<file path="config.mk">
export PLATFORM = sky130hd
export DESIGN_NAME = sr_latch_driver
export DESIGN_NICKNAME = d
export VERILOG_FILES = /design/src/rtl/sr_latch_driver.sv
export SDC_FILE = /design/constraint.sdc
export NUM_CORES = 1
export LEC_CHECK = 0
export BUFFER_PORTS_ARGS = -buffer_cell sky130_fd_sc_hd__buf_4
export CAP_MARGIN = 20
export CORE_MARGIN = 8
export CORE_UTILIZATION = 55
export CTS_CLUSTER_SIZE = 16
export DETAILED_ROUTE_END_ITERATION = 16
export PLACE_DENSITY_LB_ADDON = 0.05
export SKIP_CTS_REPAIR_TIMING = 1
export SLEW_MARGIN = 30
export SYNTH_ARGS = -nofsm -noshare
export SYNTH_HDL_FRONTEND = slang
export SYNTH_SLANG_ARGS = --single-unit
</file>
<file path="constraint.sdc">
create_clock -name i_clk -period 2.4 [get_ports i_clk]
set_clock_uncertainty 0.05 [all_clocks]
set_input_delay 0.36 -clock i_clk [delete_from_list [all_inputs] [get_ports i_clk]]
set_output_delay 0.36 -clock i_clk [all_outputs]
set_load 0.01 [all_outputs]
</file>
<file path="src/rtl/sr_latch_driver.sv">
// sr_latch_driver: drives the s/r pins of an SR latch from a valid/ready
// command port. Each command produces one clean pulse of PULSE_CYC cycles,
// a dead time of GAP_CYC cycles, then waits up to TIMEOUT_CYC cycles for the
// synchronized q/qb feedback to show the commanded state.
//
// state  | meaning
// -------+-------------------------------------------------------------
// IDLE   | ready for a command, s=r=0
// PULSE  | s (set) or r (reset) held high, counter counts down
// GAP    | dead time, s=r=0, counter counts down
// CHECK  | s=r=0, compare synced feedback against dir, counter counts up
module sr_latch_driver #(
  parameter int PULSE_CYC   = 4,
  parameter int GAP_CYC     = 2,
  parameter int TIMEOUT_CYC = 16,
  parameter int CNT_W       = 8
) (
  input  logic i_clk,
  input  logic i_rst_n,
  input  logic i_cmd_valid,
  input  logic i_cmd_set,
  output logic o_cmd_ready,
  input  logic i_q_fb,
  input  logic i_qb_fb,
  output logic o_s,
  output logic o_r,
  output logic o_done,
  output logic o_fail,
  output logic o_err,
  input  logic i_err_clr
);

  typedef enum logic [1:0] {
    ST_IDLE  = 2'd0,
    ST_PULSE = 2'd1,
    ST_GAP   = 2'd2,
    ST_CHECK = 2'd3
  } state_t;

  // Counter reload values; a zero-length gap is skipped entirely.
  localparam bit              HAS_GAP    = (GAP_CYC > 0);
  localparam logic [CNT_W-1:0] PULSE_LOAD = CNT_W'(PULSE_CYC - 1);
  localparam logic [CNT_W-1:0] GAP_LOAD   = HAS_GAP ? CNT_W'(GAP_CYC - 1) : '0;
  localparam logic [CNT_W-1:0] CHECK_LAST = CNT_W'(TIMEOUT_CYC - 1);

  state_t           r_state;
  logic [CNT_W-1:0] r_cnt;
  logic             r_dir;
  logic             r_s;
  logic             r_r;
  logic             r_done;
  logic             r_fail;
  logic             r_err;
  logic             r_q_meta;
  logic             r_q_sync;
  logic             r_qb_meta;
  logic             r_qb_sync;

  state_t           w_state_nxt;
  logic [CNT_W-1:0] w_cnt_nxt;
  logic             w_dir_nxt;
  logic             w_s_nxt;
  logic             w_r_nxt;
  logic             w_done_nxt;
  logic             w_fail_nxt;
  logic             w_match;

  // Latch reached the commanded state; q==qb (invalid latch state) never matches.
  assign w_match = (r_q_sync == r_dir) && (r_qb_sync == ~r_dir);

  // Two-flop synchronizers for the asynchronous latch feedback.
  always_ff @(posedge i_clk or negedge i_rst_n) begin
    if (!i_rst_n) begin
      r_q_meta  <= 1'b0;
      r_q_sync  <= 1'b0;
      r_qb_meta <= 1'b0;
      r_qb_sync <= 1'b0;
    end else begin
      r_q_meta  <= i_q_fb;
      r_q_sync  <= r_q_meta;
      r_qb_meta <= i_qb_fb;
      r_qb_sync <= r_qb_meta;
    end
  end

  // Next-state, counter and drive decode; s and r are never both requested.
  always_comb begin
    w_state_nxt = r_state;
    w_cnt_nxt   = r_cnt;
    w_dir_nxt   = r_dir;
    w_s_nxt     = 1'b0;
    w_r_nxt     = 1'b0;
    w_done_nxt  = 1'b0;
    w_fail_nxt  = 1'b0;
    case (r_state)
      ST_IDLE: begin
        if (i_cmd_valid) begin
          w_dir_nxt   = i_cmd_set;
          w_s_nxt     = i_cmd_set;
          w_r_nxt     = ~i_cmd_set;
          w_cnt_nxt   = PULSE_LOAD;
          w_state_nxt = ST_PULSE;
        end
      end
      ST_PULSE: begin
        if (r_cnt == '0) begin
          if (HAS_GAP) begin
            w_cnt_nxt   = GAP_LOAD;
            w_state_nxt = ST_GAP;
          end else begin
            w_cnt_nxt   = '0;
            w_state_nxt = ST_CHECK;
          end
        end else begin
          w_s_nxt   = r_dir;
          w_r_nxt   = ~r_dir;
          w_cnt_nxt = r_cnt - 1'b1;
        end
      end
      ST_GAP: begin
        if (r_cnt == '0) begin
          w_cnt_nxt   = '0;
          w_state_nxt = ST_CHECK;
        end else begin
          w_cnt_nxt = r_cnt - 1'b1;
        end
      end
      ST_CHECK: begin
        if (w_match) begin
          w_done_nxt  = 1'b1;
          w_cnt_nxt   = '0;
          w_state_nxt = ST_IDLE;
        end else if (r_cnt == CHECK_LAST) begin
          w_done_nxt  = 1'b1;
          w_fail_nxt  = 1'b1;
          w_cnt_nxt   = '0;
          w_state_nxt = ST_IDLE;
        end else begin
          w_cnt_nxt = r_cnt + 1'b1;
        end
      end
      default: begin
        w_cnt_nxt   = '0;
        w_state_nxt = ST_IDLE;
      end
    endcase
  end

  // FSM state, drive and status registers; reset drops s/r without a clock.
  always_ff @(posedge i_clk or negedge i_rst_n) begin
    if (!i_rst_n) begin
      r_state <= ST_IDLE;
      r_cnt   <= '0;
      r_dir   <= 1'b0;
      r_s     <= 1'b0;
      r_r     <= 1'b0;
      r_done  <= 1'b0;
      r_fail  <= 1'b0;
    end else begin
      r_state <= w_state_nxt;
      r_cnt   <= w_cnt_nxt;
      r_dir   <= w_dir_nxt;
      r_s     <= w_s_nxt;
      r_r     <= w_r_nxt;
      r_done  <= w_done_nxt;
      r_fail  <= w_fail_nxt;
    end
  end

  // Sticky error; a new failure outranks a simultaneous clear.
  always_ff @(posedge i_clk or negedge i_rst_n) begin
    if (!i_rst_n) begin
      r_err <= 1'b0;
    end else if (w_done_nxt && w_fail_nxt) begin
      r_err <= 1'b1;
    end else if (i_err_clr) begin
      r_err <= 1'b0;
    end
  end

  assign o_cmd_ready = (r_state == ST_IDLE);
  assign o_s         = r_s;
  assign o_r         = r_r;
  assign o_done      = r_done;
  assign o_fail      = r_fail;
  assign o_err       = r_err;

endmodule

</file>
==> results of run 1 <==
[layout make-up]
type / count / area [um^2]
flip-flops and latches: 20 / 500
fillers: 176 / 783
well taps: 28 / 35.0
multi-input cells: 93 / 632
inverters: 10 / 37.5
repair buffers: 14 / 108
clock inverters: 1 / 30.0
clock buffers: 3 / 22.5
[cell usage in the layout (no fill, tap or decap), types with 3 or more instances in the layout]
master,synthesis,layout
nor2_1,13,13
inv_1,10,10
nand2_1,7,7
a21oi_1,10,10
a221oi_1,4,4
nand3_1,4,4
ha_1,7,7
o22ai_1,4,4
dfrtp_1,20,20
buf_4,0,13
clkbuf_4,0,3
o21ai_0,3,3
nor3_1,3,3
[worst max path at each step]
stage / startpoint / end / slack, ps
floorplan: r_cnt[0] / r_state[1] / 400
global placement: r_cnt[0] / r_state[1] / 330
detailed placement: r_cnt[0] / r_state[1] / 270
CTS: r_cnt[0] / r_state[1] / 250
global route: r_cnt[0] / r_cnt[5] / 100
finish: r_cnt[0] / r_state[1] / 260
[worst max-delay path, stage by stage (launching register included)]
cell	delay (ps)
dfrtp_1	430
inv_1	160
ha_1	180
or3b_2	470
a221oi_1	280
o21ai_1	150
mux2_1	330
[state kept, by name, summed over array words and instances, names as in the netlist]
register   flops
o_s            1
r_state        2
o_done         1
r_cnt          8
o_r            1
r_dir          1
r_q_sync       1
o_fail         1
r_q_meta       1
o_err          1
r_qb_meta      1
r_qb_sync      1
[metal layers]
layer  up-vias  track usage (%)  wire, um
met2        34             23.8      1310
li1        492                -         -
met4         0             7.41        49
met3         5             3.05       158
met5         -                0         0
met1       505             16.4      1160
[metrics by stage]
step	utilization (%)	worst slack (ps)	hold slack [ps]
2_1_floorplan	-	396	14.4
3_3_place_gp	60.6	328	200
3_5_place_dp	60.6	267	205
4_1_cts	63.1	253	-145
5_1_grt	63.5	103	84.6
6_report	63.5	258	96.8
[logic make-up after synthesis]
logic type | Yosys count | synth area share [%]
compound gates | 37 | 21.5
xor+xnor | 1 | 0.723
fa+ha+maj | 7 | 7.22
buf+inv | 15 | 6.60
flops | 20 | 41.3
mux | 1 | 0.929
simple gates | 47 | 21.8
[power breakdown]
group	switching [mW]	leakage (nW)	internal (mW)	total (mW)
sequential	0.00115	0.235	0.340	0.341
combinational	0.00957	0.348	0.00910	0.0187
clock	0.113	0.0279	0.169	0.282
total	0.124	0.611	0.518	0.642
==> qor.csv, run 1 <==
stage,metric,value,unit
power,powerDensity,470,nW/um^2
floorplanning,die_area,3960,um^2
routing,wl_per_cell,15.8,um
critical_path,timing.rr.start,r_cnt[0],
placed_design,dp_cells,164,
clock_network,clkSinkCount,20,
sta,worstMarginPinSlew,554,ps
synth,syn_area,1210,um^2
grt,track_usage,14.2,%
grt,grt_pass1_vias,1067,
clock_network,cts_tree,built,
synth,ys_ff_latch,20,
sta,timing.fmax,467,MHz
sta,period_needed,2140,ps
clock_network,cts-htree-levels,1,
placed_design,io_buffers,12,
critical_path,cp_max_fo,6,
critical_path,path_class,flip-flop to flip-flop,
final_layout,finalInstanceArea,1370,um^2
grt,overflow,0,
flow_run,cap_violations,0,
outcome,outcome,"finished, final reports clean",
routing,num_vias,1036,
clock_network,cts_root_buffer,clkbuf_4,
final_layout,final_cells,169,
final_layout,final_layout_size_suffix_gt1_share,20.6,%
final_layout,nNetsFinal,156,
synth,yosysUniqueCellTypes,46,
min_path,hp-class,input pin to flip-flop,
sta,period_share,89.3,%
sta,finalSetupViolations,0,
final_layout,antennaDiodeCount,0,
floorplanning,fp-row-count,17,
critical_path,r2r_end,r_state[1],
clock_network,cts_inserted_buffers,3,
critical_path,reg2reg_slack,260,ps
floorplanning,die_w,63.0,um
synth,yosys-top-cells-area,"dfrtp_1, ha_1, a21oi_1, nor2_1, inv_1",
placed_design,hpwl,1940,um
clock_network,ctsLongestPathBuffers,2,
power,finalPower,0.642,mW
synth,postSynthAreaPerCell,9.47,um^2
placed_design,placed_cell_area,1300,um^2
routing,drc,0,
clock_network,path_clk_slew,120,ps
synth,synth_most_common_cell,dfrtp_1,
synth,synthArstFlopShare,100,%
grt,antenna_found_initial,0,
critical_path,critPathRequiredTime,2560,ps
floorplanning,die_h,63.0,um
synth,synth_common_cells,"dfrtp_1, nor2_1, a21oi_1, inv_1",
critical_path,arrival,2300,ps
min_path,hold_depth,1,
floorplanning,start_util,56.4,%
routing,drt_pass1_iterations,4,
power,p_leak,0.611,nW
routing,avgViaCountPerCell,6.13,
synth,synth-edff-count,0,
floorplanning,core_area,2150,um^2
synth,synth_top_cell_by_area,dfrtp_1,
synth,yosysWarnings,0,
synth,synth_ff_type,dfrtp_1,
grt,grt_pass1_wl,4640,um
floorplanning,io_pins,13,
grt,grt_max_degree,21,
sta,slew_viol_final,0,
synth,netlist.area_leader.share,41.3,%
critical_path,r2r_cells,6,
sta,final_hold_viol_count,0,
critical_path,end_kind,flip-flop,
final_layout,area_growth,12.6,%
routing,routed_wl,2670,um
placed_design,gp_congestion,0.932,
clock_network,clock_latency,310,ps
min_path,min_to,r_q_meta,
synth,synth_nets,142,
routing,dr.first_iter.drc_count,45,
sta,fin_tns_setup,0,ps
sta,rsz0062_at_grt,no,
synth,syn_inst,128,
power,ir_worst_vdd,0.396,mV
synth,yosysSeqAreaShare,41.3,%
sta,slew_headroom,62.9,%
routing,antenna_left,0,
min_path,worstHoldStart,i_q_fb,
critical_path,worstSetupStartpointType,flip-flop,
Note: power is estimated with default switching activity, not from simulation.
==> inputs of run 2 (changes only) <==
CELL_PAD_IN_SITES_DETAIL_PLACEMENT = 0   (was unset)
CELL_PAD_IN_SITES_GLOBAL_PLACEMENT = 2   (was unset)
CORE_UTILIZATION = 36   (was 55)
==> qor.csv, run 2 (synthesized netlist as in run 1, its figures left out) <==
stage,metric,value,unit,change
power,powerDensity,460,nW/um^2,-2.1%
floorplanning,die_h,74.0,um,+18%
placed_design,gp_congestion,0.804,,-14%
grt,grt_pass1_wl,5040,um,+8.6%
grt,grt_pass1_vias,1057,,-0.94%
final_layout,nNetsFinal,158,,+1.3%
sta,period_needed,2150,ps,+5.42 ps
final_layout,final_common_cell,dfrtp_1,,
sta,worstMarginPinSlew,611,ps,+57.4 ps
floorplanning,io_pins,13,,unchanged
critical_path,crit_family,simple AND/OR/NAND/NOR gates,,
clock_network,clock_latency,310,ps,about the same
final_layout,final_cell_mix,"dfrtp_1, buf_4, nor2_1",,
placed_design,io_buffers,12,,unchanged
power,p_leak,0.622,nW,+1.8%
routing,antenna_left,0,,unchanged
critical_path,path_class,flip-flop to flip-flop,,
floorplanning,die_area,5480,um^2,+38%
sta,slew_headroom,59.1,%,-3.8 points
critical_path,end_kind,flip-flop,,
sta,fin_tns_setup,0,ps,unchanged
final_layout,largestRegisters,"r_cnt x8, r_state x2",,
grt,antenna_found_initial,0,,unchanged
sta,finalSetupViolations,0,,unchanged
clock_network,path_clk_slew,130,ps,about the same
critical_path,cp_max_fo,11,,+5
grt,track_usage,12.1,%,-2.1 points
placed_design,dp_cells,184,,+12%
final_layout,antennaDiodeCount,0,,unchanged
clock_network,cts-htree-levels,1,,unchanged
critical_path,worstPathCellList,"inv_1, ha_1, or3b_2, o21ai_2, nor2_2, a221oi_2, o22ai_1",,
clock_network,cts_tree,built,,
flow_run,cap_violations,0,,unchanged
final_layout,largest_reg_flops,8,,unchanged
routing,dr.first_iter.drc_count,62,,+38%
grt,grt_max_degree,21,,unchanged
sta,timing.fmax,466,MHz,-0.25%
grt,overflow,0,,unchanged
power,ir_worst_vdd,0.248,mV,-37%
routing,wl_per_cell,15.4,um,-2.4%
routing,drc,0,,unchanged
floorplanning,start_util,36.9,%,-20 points
critical_path,reg2reg_slack,250,ps,about the same
sta,slew_viol_final,0,,unchanged
clock_network,clkSinkCount,20,,unchanged
clock_network,ctsLongestPathBuffers,2,,unchanged
routing,routed_wl,2920,um,+9.2%
critical_path,crit_buf_inv,1,,unchanged
sta,final_hold_viol_count,0,,unchanged
min_path,hp-class,input pin to flip-flop,,
sta,period_share,89.5,%,+0.23 points
routing,num_vias,1025,,-1.1%
floorplanning,core_area,3280,um^2,+53%
critical_path,critPathRequiredTime,2550,ps,about the same
placed_design,hpwl,2210,um,+14%
critical_path,arrival,2300,ps,about the same
final_layout,top_register,r_cnt,,
final_layout,area_growth,15.7,%,
final_layout,final_cells,189,,+12%
routing,drt_pass1_iterations,4,,unchanged
critical_path,slowest_stage,or3b_2,,
floorplanning,die_w,74.0,um,+18%
clock_network,cts_inserted_buffers,3,,unchanged
final_layout,final_layout_size_suffix_gt1_share,21.7,%,+1.1 points
sta,rsz0062_at_grt,no,,
routing,avgViaCountPerCell,5.42,,-12%
critical_path,worstSetupStartpointType,flip-flop,,
clock_network,cts_root_buffer,clkbuf_4,,
critical_path,slowest_delay,480,ps,about the same
outcome,outcome,"finished, final reports clean",,
floorplanning,fp-row-count,21,,+4
[run 2: changes by cell type in the layout (fill, tap and decap cells not counted)]
| cell | previous run | this run |
|---|---|---|
| buf_4 | 13 | 15 |
[run 2: report_power, final]
part / internal, mW / switching (mW)
sequential: 0.340 / 0.00139
combinational: 0.00911 / 0.00999
clock: 0.169 / 0.116
total: 0.518 / 0.128
[run 2: final cells by class]
cell class | count | area, um^2
inverter | 10 | 37.5
tap | 46 | 57.6
multi-input combinational | 93 | 632
clock inverter | 1 | 30.0
clock buffer | 3 | 22.5
timing repair buffer | 16 | 123
fill | 343 | 1880
sequential | 20 | 500
[run 2: worst paths after layout]
path / from / endpoint / depth (start not counted)
worst min register to register: r_q_meta / r_q_sync / 0
worst min-delay path: i_q_fb / r_q_meta / 1
worst max register to register: r_cnt[0] / r_cnt[7] / 7
min in group asynchronous: i_rst_n / o_s / 2
max in group asynchronous: i_rst_n / r_cnt[4] / 2
worst max-delay path: r_cnt[0] / r_cnt[7] / 7
[run 2: per-layer routing]
metal  global-route usage [%]  vias up  wire (um)
li1                         -      499          -
met1                     14.9      501       1420
met2                     19.2       21       1340
met3                     3.64        4        130
met4                     4.43        0         28
met5                        0        -          0
[run 2: metrics by stage]
stage                     setup slack (ps)  hold WS, ps  util, %  cell area, um^2  power (mW)
after global routing                  78.8         69.9     42.7             1400       0.671
after global placement                 313          212     40.8             1340       0.366
after CTS                              260         -142     42.4             1390       0.655
after floorplan                        396         14.4        -             1210       0.350
after detailed placement               272          212     40.8             1340       0.367
final                                  253         99.7     42.7             1400       0.646
